==> src/rtl/rgb_to_gray.sv <==
// rgb_to_gray: RGB888 to 8-bit luma front end for the Sobel edge stage.
// Two-stage pipeline (products, then rounded sum) with valid/ready stall,
// plus column/row tracking that tags end-of-line and end-of-frame.
// Optional macro RGB2GRAY_BT709_EN selects BT.709 weights (default BT.601).
//
// Handshake: an input transfer happens when valid_in && ready_out; an output
// transfer happens when valid_out && ready_in. ready_out is combinational
// (no skid buffer): the whole pipeline moves only when the output register is
// empty or being drained, otherwise every stage register holds.
module rgb_to_gray #(
    parameter  int MAX_WIDTH  = 4096,
    parameter  int MAX_HEIGHT = 65536,
    localparam int WW         = $clog2(MAX_WIDTH),
    localparam int HW         = $clog2(MAX_HEIGHT)
) (
    input  logic          clk,
    input  logic          rst_n,
    input  logic          valid_in,
    output logic          ready_out,
    input  logic [23:0]   rgb_in,
    input  logic [WW-1:0] image_width,
    input  logic [HW-1:0] image_height,
    input  logic          ready_in,
    output logic          valid_out,
    output logic [7:0]    pixel_out,
    output logic          eol_out,
    output logic          eof_out
);

`ifdef RGB2GRAY_BT709_EN
    localparam logic [7:0] COEF_R = 8'd54;
    localparam logic [7:0] COEF_G = 8'd183;
    localparam logic [7:0] COEF_B = 8'd19;
`else
    localparam logic [7:0] COEF_R = 8'd77;
    localparam logic [7:0] COEF_G = 8'd150;
    localparam logic [7:0] COEF_B = 8'd29;
`endif

    logic          advance;
    logic          accept;
    logic          frame_start;
    logic          eol_now;
    logic          eof_now;
    logic [WW-1:0] width_eff;
    logic [HW-1:0] height_eff;

    logic [WW-1:0] col;
    logic [HW-1:0] row;
    logic [WW-1:0] w_lat;
    logic [HW-1:0] h_lat;

    logic [15:0]   mul_r;
    logic [15:0]   mul_g;
    logic [15:0]   mul_b;

    logic          v1;
    logic          eol1;
    logic          eof1;
    logic [15:0]   p_r;
    logic [15:0]   p_g;
    logic [15:0]   p_b;

    logic [16:0]   sum;
    logic [7:0]    luma;

    assign advance   = !valid_out || ready_in;
    assign ready_out = advance;
    assign accept    = valid_in && advance;

    // The first pixel of a frame uses the live dimension ports; later pixels
    // use the values latched at that first pixel.
    assign frame_start = (col == '0) && (row == '0);
    assign width_eff   = frame_start ? image_width  : w_lat;
    assign height_eff  = frame_start ? image_height : h_lat;
    assign eol_now     = (col == width_eff - WW'(1));
    assign eof_now     = eol_now && (row == height_eff - HW'(1));

    assign mul_r = 16'(rgb_in[23:16]) * 16'(COEF_R);
    assign mul_g = 16'(rgb_in[15:8])  * 16'(COEF_G);
    assign mul_b = 16'(rgb_in[7:0])   * 16'(COEF_B);

    // Weights sum to 256, so the rounded quotient never exceeds 255.
    assign sum  = {1'b0, p_r} + {1'b0, p_g} + {1'b0, p_b} + 17'd128;
    assign luma = 8'(sum >> 8);

    // Position counters and dimension latch, stepped by accepted pixels only.
    always_ff @(posedge clk or negedge rst_n) begin
        if (!rst_n) begin
            col   <= '0;
            row   <= '0;
            w_lat <= '0;
            h_lat <= '0;
        end else if (accept) begin
            if (frame_start) begin
                w_lat <= image_width;
                h_lat <= image_height;
            end
            if (eol_now) begin
                col <= '0;
                row <= eof_now ? '0 : row + HW'(1);
            end else begin
                col <= col + WW'(1);
            end
        end
    end

    // Stage 1: capture valid, position tags and the three weighted products.
    always_ff @(posedge clk or negedge rst_n) begin
        if (!rst_n) begin
            v1   <= 1'b0;
            eol1 <= 1'b0;
            eof1 <= 1'b0;
            p_r  <= '0;
            p_g  <= '0;
            p_b  <= '0;
        end else if (advance) begin
            v1   <= valid_in;
            eol1 <= accept && eol_now;
            eof1 <= accept && eof_now;
            p_r  <= mul_r;
            p_g  <= mul_g;
            p_b  <= mul_b;
        end
    end

    // Stage 2: rounded luma and tags into the output register.
    always_ff @(posedge clk or negedge rst_n) begin
        if (!rst_n) begin
            valid_out <= 1'b0;
            pixel_out <= '0;
            eol_out   <= 1'b0;
            eof_out   <= 1'b0;
        end else if (advance) begin
            valid_out <= v1;
            pixel_out <= luma;
            eol_out   <= v1 && eol1;
            eof_out   <= v1 && eof1;
        end
    end

endmodule

==> config.mk <==
export PLATFORM = sky130hd
export DESIGN_NAME = rgb_to_gray
export DESIGN_NICKNAME = d
export VERILOG_FILES = /design/src/rtl/rgb_to_gray.sv
export SDC_FILE = /design/constraint.sdc
export NUM_CORES = 1
export LEC_CHECK = 0
export ABC_AREA = 1
export BUFFER_PORTS_ARGS = -buffer_cell sky130_fd_sc_hd__buf_2
export CAP_MARGIN = 25
export CORE_AREA = 10 10 158 123
export DETAILED_ROUTE_END_ITERATION = 8
export DIE_AREA = 0 0 168 133
export GPL_ROUTABILITY_DRIVEN = 0
export PLACE_DENSITY = 0.91
export SLEW_MARGIN = 25
export SYNTH_ARGS = -nofsm -noshare
export SYNTH_HDL_FRONTEND = slang
export SYNTH_SLANG_ARGS = --single-unit
==> constraint.sdc <==
create_clock -name clk -period 8.9 [get_ports clk]
set_clock_uncertainty 0.2 [all_clocks]
set_input_delay 0 -clock clk [delete_from_list [all_inputs] [get_ports clk]]
set_output_delay 0 -clock clk [all_outputs]
set_load 0.1 [all_outputs]
# == After elaboration in Yosys (flattened, before gate mapping) ==
# Cells that the tools add are included.
# word_totals
out_inout_bits,12
reg_bits,113
wordCells,42
input_bits,56
# classes
eq_ne,2
mux,4
add_sub_neg,7
multipliers,3
reduce_logical,12
# op_table
op,n
two-way mux 16 bit,2
"multiplier 8 x 7 -> 15 bit, second input constant",2
two-way mux 12 bit,2
adder 15 x 16 -> 16 bit,1
"adder 16 x 1 -> 16 bit, second input constant",1
adder 16 x 13 -> 16 bit,1
"adder 16 x 8 -> 16 bit, second input constant",1
== test 16 bit,1
zero test 16 bit,1
"subtractor 16 x 1 -> 16 bit, second input constant",1
"multiplier 8 x 5 -> 13 bit, second input constant",1
"adder 12 x 1 -> 12 bit, second input constant",1
== test 12 bit,1
zero test 12 bit,1
"subtractor 12 x 1 -> 12 bit, second input constant",1
logical AND 1 bit,7
AND reduction 2 bit,1
zero test 1 bit,1
logical OR 1 bit,1

# == Depth between registers and ports, before layout ==
# depth
depth_word,7
ltp_mapped,27
depth_no_buf,25

# == Worst setup path before layout ==
# Ideal clock, no wire load.
# synth_timing
kind,input -> register
from,input rgb_in[19]
to,register p_r[13]
slack_ps,5561
path_buffers,0
stages,19
t_required_ps,8566
setup_time_ps,134
arrival_time_ps,3005
path_cell_list,ha_1 ha_1 ha_1 inv_1 fa_1 inv_1 ha_1 a21o_1 a31oi_1 o21ai_0 nand2_1 nand2_1 a21oi_1 inv_1 a21oi_1 nor2_1 nor2_1 xor2_1 o21ai_0
# synth_between
elab_chain_len,1
# synth_lines
element,line_no,rtl
start: declaration,20,"input logic [23:0] rgb_in,"
multiplier 8 x 7 -> 15 bit,79,assign mul_r = 16'(rgb_in[23:16]) * 16'(COEF_R);
end signal: assignment,121,p_r <= mul_r;
end: declaration,60,logic [15:0] p_r;
# Every way passes these cells.
# A chain may end at the register's enable or synchronous reset.

# == Worst setup path in the final report ==
# layout_timing
from,register row[0]
to,register row[15]
# layout_between
elab_chain_len,7
word_cells_on_any_way,12
classes_between,add/sub: 3; eq/ne: 2; mux: 3; reduce/logical: 4
# layout_lines
element,line_no,rtl
start: declaration,49,logic [HW-1:0] row;
start signal: assignment,101,row <= eof_now ? '0 : row + HW'(1);
zero test 16 bit,73,assign frame_start = (col == '0) && (row == '0);
logical AND 1 bit,73,
two-way mux 16 bit / two-way mux 12 bit (equally long branches),--,
subtractor 16 x 1 -> 16 bit / subtractor 12 x 1 -> 12 bit (equally long branches),"77, 76",
== test 16 bit / == test 12 bit (equally long branches),"77, 76",
logical AND 1 bit,77,assign eof_now = eol_now && (row == height_eff - HW'(1));
two-way mux 16 bit,101,
# Parallel ways exist; a longest one is shown, timed or not.

==> metrics.md <==
| Metric | Value |
|---|---|
| Router iterations before antenna repair | 8 |
| HPWL Detailed | 20100 um |
| Synth Instances | 1406 |
| Critical-path cell list | inv_1, ha_1, nand2_1, nor2_1, nand2_1, nor2_2, nand2_2, nand2_1, nand2_1, inv_2, ha_1, nand3_1, nor2_4, nand2_2, nand2_1, nand2_1, nand2_1, nand2_1, nor2_2, nand2_2, nor2_8, nand2_4, nand2_1, nand2_1 |
| Worst slew margin | 0.291 |
| Crit-path max cell delay | 0.72 ns |
| Slowest-stage cell, CP | nor2_2 |
| Longest Clk Path Bufs | 2 |
| Clock transition at path regs | 0.05 ns |
| P_sw | 1670 uW |
| Reg2reg setup slack | 3.90 ns |
| Power Internal | around 1800 uW |
| Clock power frac | 0.195 |
| DR DRC count | 0 |
| Final Cell Area | 0.0121 sq mm |
| Synth top area cells | dfrtp_1 (27%), ha_1 (16%), nand2_1 (14%), fa_1 (7.3%), inv_1 (6.9%) |
| Critical Path End Type | flip-flop |
| Layout cells sized above 1 | 0.111 |
| Synthesized area | ~0.010 sq mm |
| Finished Layout Cells | around 1700 |
| Worst-path fanout max | 22 |
| Sequential fraction of design power | 0.218 |
| Die Span X | 168 um |
| Initial Util | 0.635 |
| Hold Crit Start | rgb_in[11] |
| Worst hold-check path type | input port to flip-flop |
| Vias per cell | 5.72 |
| F_max | 200 MHz |
| Avg WL per Cell | 16.4 um |
| Netlist cell types | 39 |
| Initial antenna violation count | 2 |
| Via count | 9977 |
| Max-slew violation count | 0 |
| Max Cap Violations | 0 |
| Reg-to-reg startpoint | row[0]$_DFFE_PN0P_ |
| Final wirelength | 28700 um |
| Largest net degree at the start of global routing | 86 |
| Die H | 133 um |
| Number of global-route vias before repair | 9911 |
| Area after DPL | about 0.011 sq mm |
| Io pins | just under 70 |
| Slew @ Worst Pin | about 1.1 ns |
| Final #Nets | between 1500 and 2000 |
| Status | complete, no violations |
| Final TNS setup | 0 ns |
| Switching Fraction | 0.477 |
| Mapped Nets | 1631 |
| Hold path cells | 5 |
| 1st-iter DRT viols | 1376 |
| # setup viols final | 0 |
| Clk_lat worst skew | 0.43 ns |
| P_leak | between 0.006 and 0.007 uW |
| Hold path endpoint | p_g[4]$_DFFE_PN0N_ |
| Clock Tree Root | clkbuf_16 |
| Worst R2R Path Depth | 24 |
| Post-CTS Resized | 0 |
| CTS sink cnt | 113 |
| Final total power | 3510 uW |
| P&R area growth vs syn | 15.2% |
| Final Cycle Share | 0.562 |
| Yosys reg bits | 113 |
| Hold Slack | around 0.025 ns |
| PD cells | 291 mW/mm^2 |
| Seq/Total Area, Yosys | 0.270 |
| Post-Place Cells | 1659 |
| Combinational fraction of design power | 0.587 |
| CP dominant cell by count | nand2_1 |
| Die area | 0.0223 sq mm |
| TritonCTS clock tree | built |
| GR Util All Layers | 0.259 |
| Antenna-violating nets left | 0 |
| RR Endpoint | row[15]$_DFFE_PN0P_ |
| CP Data Required Time | 9.00 ns |
| First-pass GRT wire length | 48400 um |
| Cell taking the most area after synthesis | dfrtp_1 |
| Final hold violations | 0 |
| Maximum VDD drop | about 0.25 mV |
| CP arrival | 5.10 ns |
| Mapped Avg Cell Area | 7.44 sq um |
| RSZ-0062 raised after global routing | no |
| Minimum clock period after layout | approximately 5 ns |
| Ys Warns | 0 |
| Share of the synthesized area in the top cell type | 0.270 |
| Port bufs | 67 |
| Clock buffer count from CTS | 17 |
| Floorplan row count | 41 |
| Worst setup path class | flip-flop to flip-flop |
| Core area | 0.0165 sq mm |
| Grt ovf | 0 |
| CP Launch Type | flip-flop |
| H-tree depth | 4 |
## registers in the layout, indices dropped and copies added, names as in the netlist, 8 cells and up
name and flops:
col 12, h_lat 16, p_b 13, p_g 15
p_r 15, pixel_out 8, row 16, w_lat 12
## cell families after synthesis
logic type,after synthesis,synth area share
and+or+nand+nor,685,0.290
buffers and inverters,245,0.0925
adders and majority gates,169,0.229
AOI/OAI and AO/OA,138,0.0708
DFF,113,0.270
xor gates and xnor gates,56,0.0469
## critical path, delay by kind of cell, from the launching register on
kind | cells | cell delay, ns
fa+ha+maj | 2 | 0.44
flops | 1 | 0.46
buf+inv | 2 | 0.26
simple gates | 20 | 3.48
## through the flow
stage                     worst slack [ns]   util
final                                 3.90  0.732
after floorplan                       5.56      -
after CTS                             4.09  0.732
after global routing                  3.55  0.732
after global placement                4.50  0.664
after detailed placement              4.31  0.665
## power by group through the flow
stage          Clock (uW)  Combinational (uW)  Sequential, uW
2_1_floorplan           0                1410             870
3_3_place_gp            0                1870             757
3_5_place_dp            0                1960             762
4_1_cts               678                2020             757
5_1_grt               705                2330             776
6_report              685                2060             764
## cell type report
cell class | count | area (sq um)
diodes | 2 | 5.00
clock buffers | 24 | 492
clock inverters | 6 | 80.1
fillers | 1160 | 4420
inverters | 211 | 793
multi-input cells | 1048 | 6680
flip-flops and latches | 113 | 2830
well taps | 215 | 269
repair buffers | 124 | 910
## worst max-delay path by stage
stage,from,cells past startpoint,endpoint
floorplan,rgb_in[19],19,p_r[13]$_DFFE_PN0N_
global route,row[0]$_DFFE_PN0P_,20,row[15]$_DFFE_PN0P_
CTS,row[0]$_DFFE_PN0P_,24,row[15]$_DFFE_PN0P_
finish,row[0]$_DFFE_PN0P_,24,row[15]$_DFFE_PN0P_
global placement,row[0]$_DFFE_PN0P_,20,row[1]$_DFFE_PN0P_
detailed placement,row[0]$_DFFE_PN0P_,24,row[2]$_DFFE_PN0P_
## routing by layer
metal	track usage	routed length (um)	vias up
met5	0	0	-
met4	0.0970	1050	0
met3	0.0663	3070	123
met2	0.394	12500	613
met1	0.346	12100	4548
li1	-	-	4693
## Yosys cell counts, drive strengths merged
cell type  instances
o31ai              4
fa                38
buf               14
nand3b            10
o21bai             7
clkbuf            20
nor2             114
dfrtp            113
xor2              44
o21ai             75
ha               131
nor4               3
a21o               1
nand2            414
or2                6
a21oi             42
clkinv             3
nor3              12
nand4             26
nand3            100
a211oi             1
a31oi              8
xnor2             12
inv              208
## layout by cell type, fill, tap and decap left out, types with 7 or more instances in the layout
| cell type | Yosys | final |
|---|---|---|
| nand2_1 | 397 | 397 |
| inv_1 | 191 | 191 |
| ha_1 | 131 | 131 |
| dfrtp_1 | 113 | 113 |
| nand3_1 | 96 | 96 |
| nor2_1 | 95 | 94 |
| o21ai_0 | 71 | 71 |
| buf_2 | 8 | 66 |
| dlygate4sd3_1 | 0 | 51 |
| xor2_1 | 44 | 44 |
| a21oi_1 | 42 | 42 |
| fa_1 | 38 | 38 |
| nand4_1 | 25 | 25 |
| inv_2 | 17 | 17 |
| clkbuf_16 | 0 | 17 |
| nand2_2 | 12 | 12 |
| xnor2_1 | 12 | 12 |
| nor2_2 | 11 | 11 |
| nand3b_1 | 10 | 10 |
| nor3_1 | 10 | 10 |
| nor2_4 | 7 | 8 |
| a31oi_1 | 8 | 8 |
| o21bai_1 | 7 | 7 |
## timing repair
action	4_1_cts	5_1_grt
setup buffers	0	0
hold buffers	52	0
hold endpoints to repair	155	0
(Power assumes the default switching activity.)
